==> config.mk <==
export PLATFORM = sky130hd
export DESIGN_NAME = pcfa2c_prefix_adder
export DESIGN_NICKNAME = d
export VERILOG_FILES = /design/src/rtl/pcfa2c_prefix_adder.sv
export SDC_FILE = /design/constraint.sdc
export NUM_CORES = 1
export LEC_CHECK = 0
export ABC_AREA = 1
export BUFFER_PORTS_ARGS = -buffer_cell sky130_fd_sc_hd__buf_2
export CORE_MARGIN = 5
export CORE_UTILIZATION = 38
export CTS_CLUSTER_DIAMETER = 50
export CTS_CLUSTER_SIZE = 20
export DETAILED_ROUTE_END_ITERATION = 8
export PLACE_DENSITY = 0.71
export SLEW_MARGIN = 10
export SYNTH_ARGS = -nofsm -noshare
export SYNTH_HDL_FRONTEND = slang
export SYNTH_SLANG_ARGS = --single-unit
==> constraint.sdc <==
create_clock -name clk -period 1.2 [get_ports clk]
set_input_delay 0.12 -clock clk [delete_from_list [all_inputs] [get_ports clk]]
set_output_delay 0.12 -clock clk [all_outputs]
set_load 0.01 [all_outputs]
==> src/rtl/pcfa2c_prefix_adder.sv <==
// ============================================================================
// Module   : pcfa2c_prefix_adder
// Brief    : Registered WIDTH-bit adder (A + B + Cin) built on a Kogge-Stone
//            carry tree; optional Cout/Ovf/Zero flags under PCFA2C_FLAGS_EN.
// Revision : 1.0 - initial release
// ============================================================================
`default_nettype none

module pcfa2c_prefix_adder #(
    parameter int WIDTH = 8
) (
    input  logic             clk,
    input  logic             rst,
    input  logic [WIDTH-1:0] A,
    input  logic [WIDTH-1:0] B,
    input  logic             Cin,
    output logic [WIDTH-1:0] Sum,
    output logic             Cout,
    output logic             Ovf,
    output logic             Zero
);

    localparam int c_LEVELS = $clog2(WIDTH);

    logic [WIDTH-1:0] w_p0;
    logic [WIDTH-1:0] w_g;
    logic [WIDTH-1:0] w_p;
    logic [WIDTH-1:0] w_carry;
    logic [WIDTH-1:0] w_sum;
    logic [WIDTH-1:0] r_sum;

    assign w_p0 = A ^ B;

    // Cin is absorbed into bit 0 so that log2(WIDTH) levels span the full
    // WIDTH+1 positions. Each level walks downward so i-d still holds the
    // previous level's (G,P).
    always_comb begin
        w_g    = A & B;
        w_p    = w_p0;
        w_g[0] = w_g[0] | (w_p0[0] & Cin);
        for (int l = 0; l < c_LEVELS; l++) begin
            for (int i = WIDTH - 1; i >= (1 << l); i--) begin
                w_g[i] = w_g[i] | (w_p[i] & w_g[i - (1 << l)]);
                w_p[i] = w_p[i] & w_p[i - (1 << l)];
            end
        end
    end

    assign w_carry = {w_g[WIDTH-2:0], Cin};
    assign w_sum   = w_p0 ^ w_carry;

    always_ff @(posedge clk) begin
        if (rst) begin
            r_sum <= '0;
        end else begin
            r_sum <= w_sum;
        end
    end

    assign Sum = r_sum;

`ifdef PCFA2C_FLAGS_EN
    logic r_cout;
    logic r_ovf;
    logic r_zero;

    always_ff @(posedge clk) begin
        if (rst) begin
            r_cout <= 1'b0;
            r_ovf  <= 1'b0;
            r_zero <= 1'b1;
        end else begin
            r_cout <= w_g[WIDTH-1];
            r_ovf  <= w_g[WIDTH-1] ^ w_carry[WIDTH-1];
            r_zero <= ~|w_sum;
        end
    end

    assign Cout = r_cout;
    assign Ovf  = r_ovf;
    assign Zero = r_zero;
`else
    assign Cout = 1'b0;
    assign Ovf  = 1'b0;
    assign Zero = 1'b0;
`endif

endmodule

`default_nettype wire

Word level (Yosys, flattened, before mapping)
Index checks and enable logic that the tools add are counted.
{ "classes": {"bitwise": 41} }
{ "ops": {"columns": ["operator", "n"], "rows": [
  ["bitwise AND 1 bit", 23],
  ["XOR 8 bit", 2],
  ["bitwise OR 1 bit", 15],
  ["bitwise AND 7 bit", 1]
]} }
{ "word_totals": {"ff_bits": 8, "in_bits": 19, "out_inout_bits": 11, "elab_cells": 42} }

Logic depth before layout (Yosys ltp)
{ "depth": {"ltp_word": 8, "ltp_mapped": 10} }

Worst setup path before layout
No wires, ideal clock.
{ "synth_path": {"path_kind": "input -> register", "start": "input A[0]", "end": "register r_sum[4], in the netlist Sum[4]", "t_arrival_ps": 1169, "path_slack_ps": -82, "path_stages": 9, "cell_sequence": "fa_1 > inv_1 > fa_1 > inv_1 > nand2_1 > nand2_1 > and2_4 > nor2_1 > nor2_1"} }
{ "synth_between": {"elab_chain_len": 8} }
{ "synth_lines": {"columns": ["item", "line_no", "source"], "rows": [
  ["start: declaration", "14", "input logic [WIDTH-1:0] A,"],
  ["XOR 8 bit", "32", "assign w_p0 = A ^ B;"],
  ["bitwise AND 1 bit", "40", "w_g[0] = w_g[0] | (w_p0[0] & Cin);"],
  ["bitwise OR 1 bit *", "40", null],
  ["bitwise AND 1 bit *", "43", "w_g[i] = w_g[i] | (w_p[i] & w_g[i - (1 << l)]);"],
  ["bitwise OR 1 bit *", "43", null],
  ["bitwise AND 1 bit *", "43", null],
  ["bitwise OR 1 bit *", "43", null],
  ["XOR 8 bit *", "50", "assign w_sum = w_p0 ^ w_carry;"],
  ["end signal: assignment", "56", "r_sum <= w_sum;"],
  ["end: declaration", "30", "logic [WIDTH-1:0] r_sum;"]
]} }
Mark *: on every way between the ends. The rest lies on a longest branch, timed or not.
A chain may end at the register's enable or synchronous reset.

Worst setup path after layout
{ "layout_path": {"start": "input Cin", "end": "register r_sum[6], in the netlist Sum[6]"} }
{ "layout_between": {"elab_chain_len": 7} }
{ "layout_lines": {"columns": ["item", "line_no", "source"], "rows": [
  ["start: declaration", "16", "input logic Cin,"],
  ["bitwise AND 1 bit", "40", null],
  ["bitwise OR 1 bit", "40", null],
  ["bitwise AND 1 bit", "43", null],
  ["bitwise OR 1 bit", "43", null],
  ["bitwise AND 1 bit", "43", null],
  ["bitwise OR 1 bit", "43", null],
  ["XOR 8 bit", "50", null]
]} }
No other way between the ends.

==> results by stage <==
Outcome:
- The run finished with clean final reports.

Route:
- For this run, design rule violations remaining after detail routing come to 0.
- The violation count after the first detailed-route iteration is 5.
- The detail route stage leaves a number of antenna-violating nets equal to 0.
- In the routed layout, each cell is associated on average with a via count of 4.46.
- The via total after detailed routing is 567.
- The average routed wire per standard cell is 10.1 um.
- The final layout contains routed wiring with a total length of 1280 um.
- The first-pass iteration count of the detailed router is 4.

Layout:
- The number of flip-flops in the largest register is 8.
- Once layout is done, the placed cells without fillers occupy 767 um2.
- The utilization of the core after routing is 52.1%.
- The library cell used most frequently in the layout, excluding fill and tap cells, is buf_2.
- Relative to the synthesized area, the layout overhead comes to 33.6%.
- The layout net count is 140.
- Leaving out fill and tap cells, the most frequent cells in the layout are 25 x buf_2, 16 x nand2_1, 14 x nor2_1, 9 x inv_1, 8 x dfxtp_1.
- Of the cells placed in the final design, the portion with a size suffix greater than 1 is 38.7%.
- The total inserted antenna cells is 0.
- Once layout is complete, the cells apart from fillers number 127.

Clock network:
- The buffer levels on the longest clock path is 2.
- The TritonCTS clock tree is built.
- Post-CTS repair changed the size of 0 cells.
- The hold buffer count at cts is 0.
- After clock tree synthesis, the clock-pin slew on the worst setup and hold paths is 60 ps.
- The number of post-CTS setup repair buffers is 0.
- CTS built an H-tree with a depth of 1.
- TritonCTS created 3 clock buffers.
- The number of sinks handled by clock tree synthesis is 8.
- The clock root buffer master is clkbuf_4.

STA:
- The final max-slew violation count came to 0.
- The setup slack of the critical path after layout is 20.7 ps.
- Setup violations remaining at the end of the flow were counted as 0.
- Setup repair after global routing could not meet its margin everywhere.
- The final cycle utilization of the critical path is 98.3%.
- Counting I/O delays and the setup requirement, the final critical path takes 1180 ps.
- The final hold violation count was 0.
- The timing-limited maximum frequency is 848 MHz.
- The accumulated negative setup slack is 0 ps.

Setup path:
- The critical path class is in2reg.
- The cell at the slowest stage of the critical path is fa_2.
- Walking the worst path, the cells encountered are buf_6, fa_2, inv_2, fa_2, inv_2, nand2_2, nand2_2, nand3b_1, nand3_1, nand2_1, nor2_1.
- The delay of the slowest cell on the worst path is 400 ps.
- The worst setup path is launched from a primary input.
- The kind of end point of the critical path is a register.
- The number of buffers and inverters on the critical path is 3.
- Data arrives at the worst endpoint at 1330 ps.
- Of all nets on the critical path, the largest fanout is 2.
- Grouping stages by cell kind, the critical path spends the most delay in adder cells.
- The endpoint required time on the critical path is 1350 ps.

Power:
- The analysis attributes to cell leakage a power of 0.000444 uW.
- VDD sags by at most 0.352 mV.
- The power per cell area is 1040 nW/um2.

Placement:
- The placed instances occupy a cell area of 732 um2.
- The congestion estimate from routability-driven global placement came to 0.722.
- Input and output buffers added on the ports amount to 26.
- At the placement stage, the worst setup path has a slack of -220 ps.
- The estimated wirelength of the detail-placed design is 1030 um.
- The number of placed instances with taps included is 124.

Global routing:
- The first-pass GRT wire length is 1940 um.
- The total routing usage reported by global routing is 10.8%.
- The final global-route overflow total is 0.
- Entering global routing, the biggest net connects 7 pins.
- The initial antenna violation count is 0.
- The number of global-route vias before repair is 497.

Synth:
- The cell count after synthesis came out at 81.
- In this run, synthesis produced a sequential element count of 8.
- Summing the sequential cell areas from Yosys gives 27.9% of the chip area.
- Yosys printed 0 warnings.
- The total standard cell area after synthesis is 574 um2.
- The count of unique library cells instantiated by Yosys is 17.
- A synthesized cell averages 7.09 um2.

Floorplanning:
- The number of rows created at floorplan is 14.
- Once the floorplan was initialized, standard cells occupied 39.0% of the core.
- The vertical extent of the die is 48.9 um.
- The floorplan die area is 2390 um2.
- The number of top-level pins is 30.
- Measured along the x axis, the die boundary spans 48.9 um.
- The core region is 1470 um2.

Worst hold path:
- The path type of the worst min-delay path is in2reg.

Run:
- The tool flagged a number of max-cap violations equal to 0.
## cell families (layout without fill, tap and decap cells)
family	count (synthesis)	in the layout	share of synthesized area [%]
AOI/OAI and AO/OA	5	5	4.36
xor gates and xnor gates	1	1	1.53
adders and majority gates	8	8	20.0
buffers and inverters	15	43	11.8
DFF	8	8	27.9
other	1	3	0.653
and+or+nand+nor	43	43	33.8
## final timing paths
kind | start | cells after the start | endpoint
worst min-delay path | rst | 2 | Sum[1]
worst max-delay path | Cin | 11 | Sum[6]
## power by group
group,total (uW),switching [uW],internal [uW]
Combinational,279,147,132
Sequential,302,5.36,297
Clock,216,101,115
Total,797,253,544
## cell type report
cell class                 count  area, um2
fill                         157        704
multi-input combinational     60        368
sequential                     8        160
timing repair buffer          28        151
inverter                      12       45.0
clock buffer                   3       22.5
tap                           16       20.0
## synth_stat cells
library cell | instances | share of area, %
nand3_1 | 4 | 3.5
nand3b_1 | 2 | 2.6
inv_2 | 1 | 0.65
buf_4 | 3 | 3.9
conb_1 | 1 | 0.65
a21oi_1 | 5 | 4.4
nor2_1 | 14 | 9.2
or2_4 | 1 | 1.5
dfxtp_1 | 8 | 28
nand2_2 | 1 | 1.1
inv_1 | 11 | 7.2
ha_1 | 6 | 13
nand2_1 | 18 | 12
fa_1 | 2 | 7.0
xnor2_1 | 1 | 1.5
and2_4 | 2 | 3.1
or2_1 | 1 | 1.1
## stage by stage
step           power [uW]  hold WS, ps
6_report              797         45.2
5_1_grt               865         40.5
4_1_cts               806         39.3
3_5_place_dp          580          323
3_3_place_gp          574          318
2_1_floorplan         493          187
## metal layers
| metal | GRT usage, % | vias to the layer above | share of wire [%] |
|---|---|---|---|
| li1 | - | 303 | - |
| met4 | 10.8 | 0 | 4.0 |
| met3 | 3.98 | 5 | 6.6 |
| met2 | 16.7 | 18 | 51 |
| met5 | 0 | - | 0 |
| met1 | 10.8 | 241 | 38 |
(Power assumes the default switching activity.)
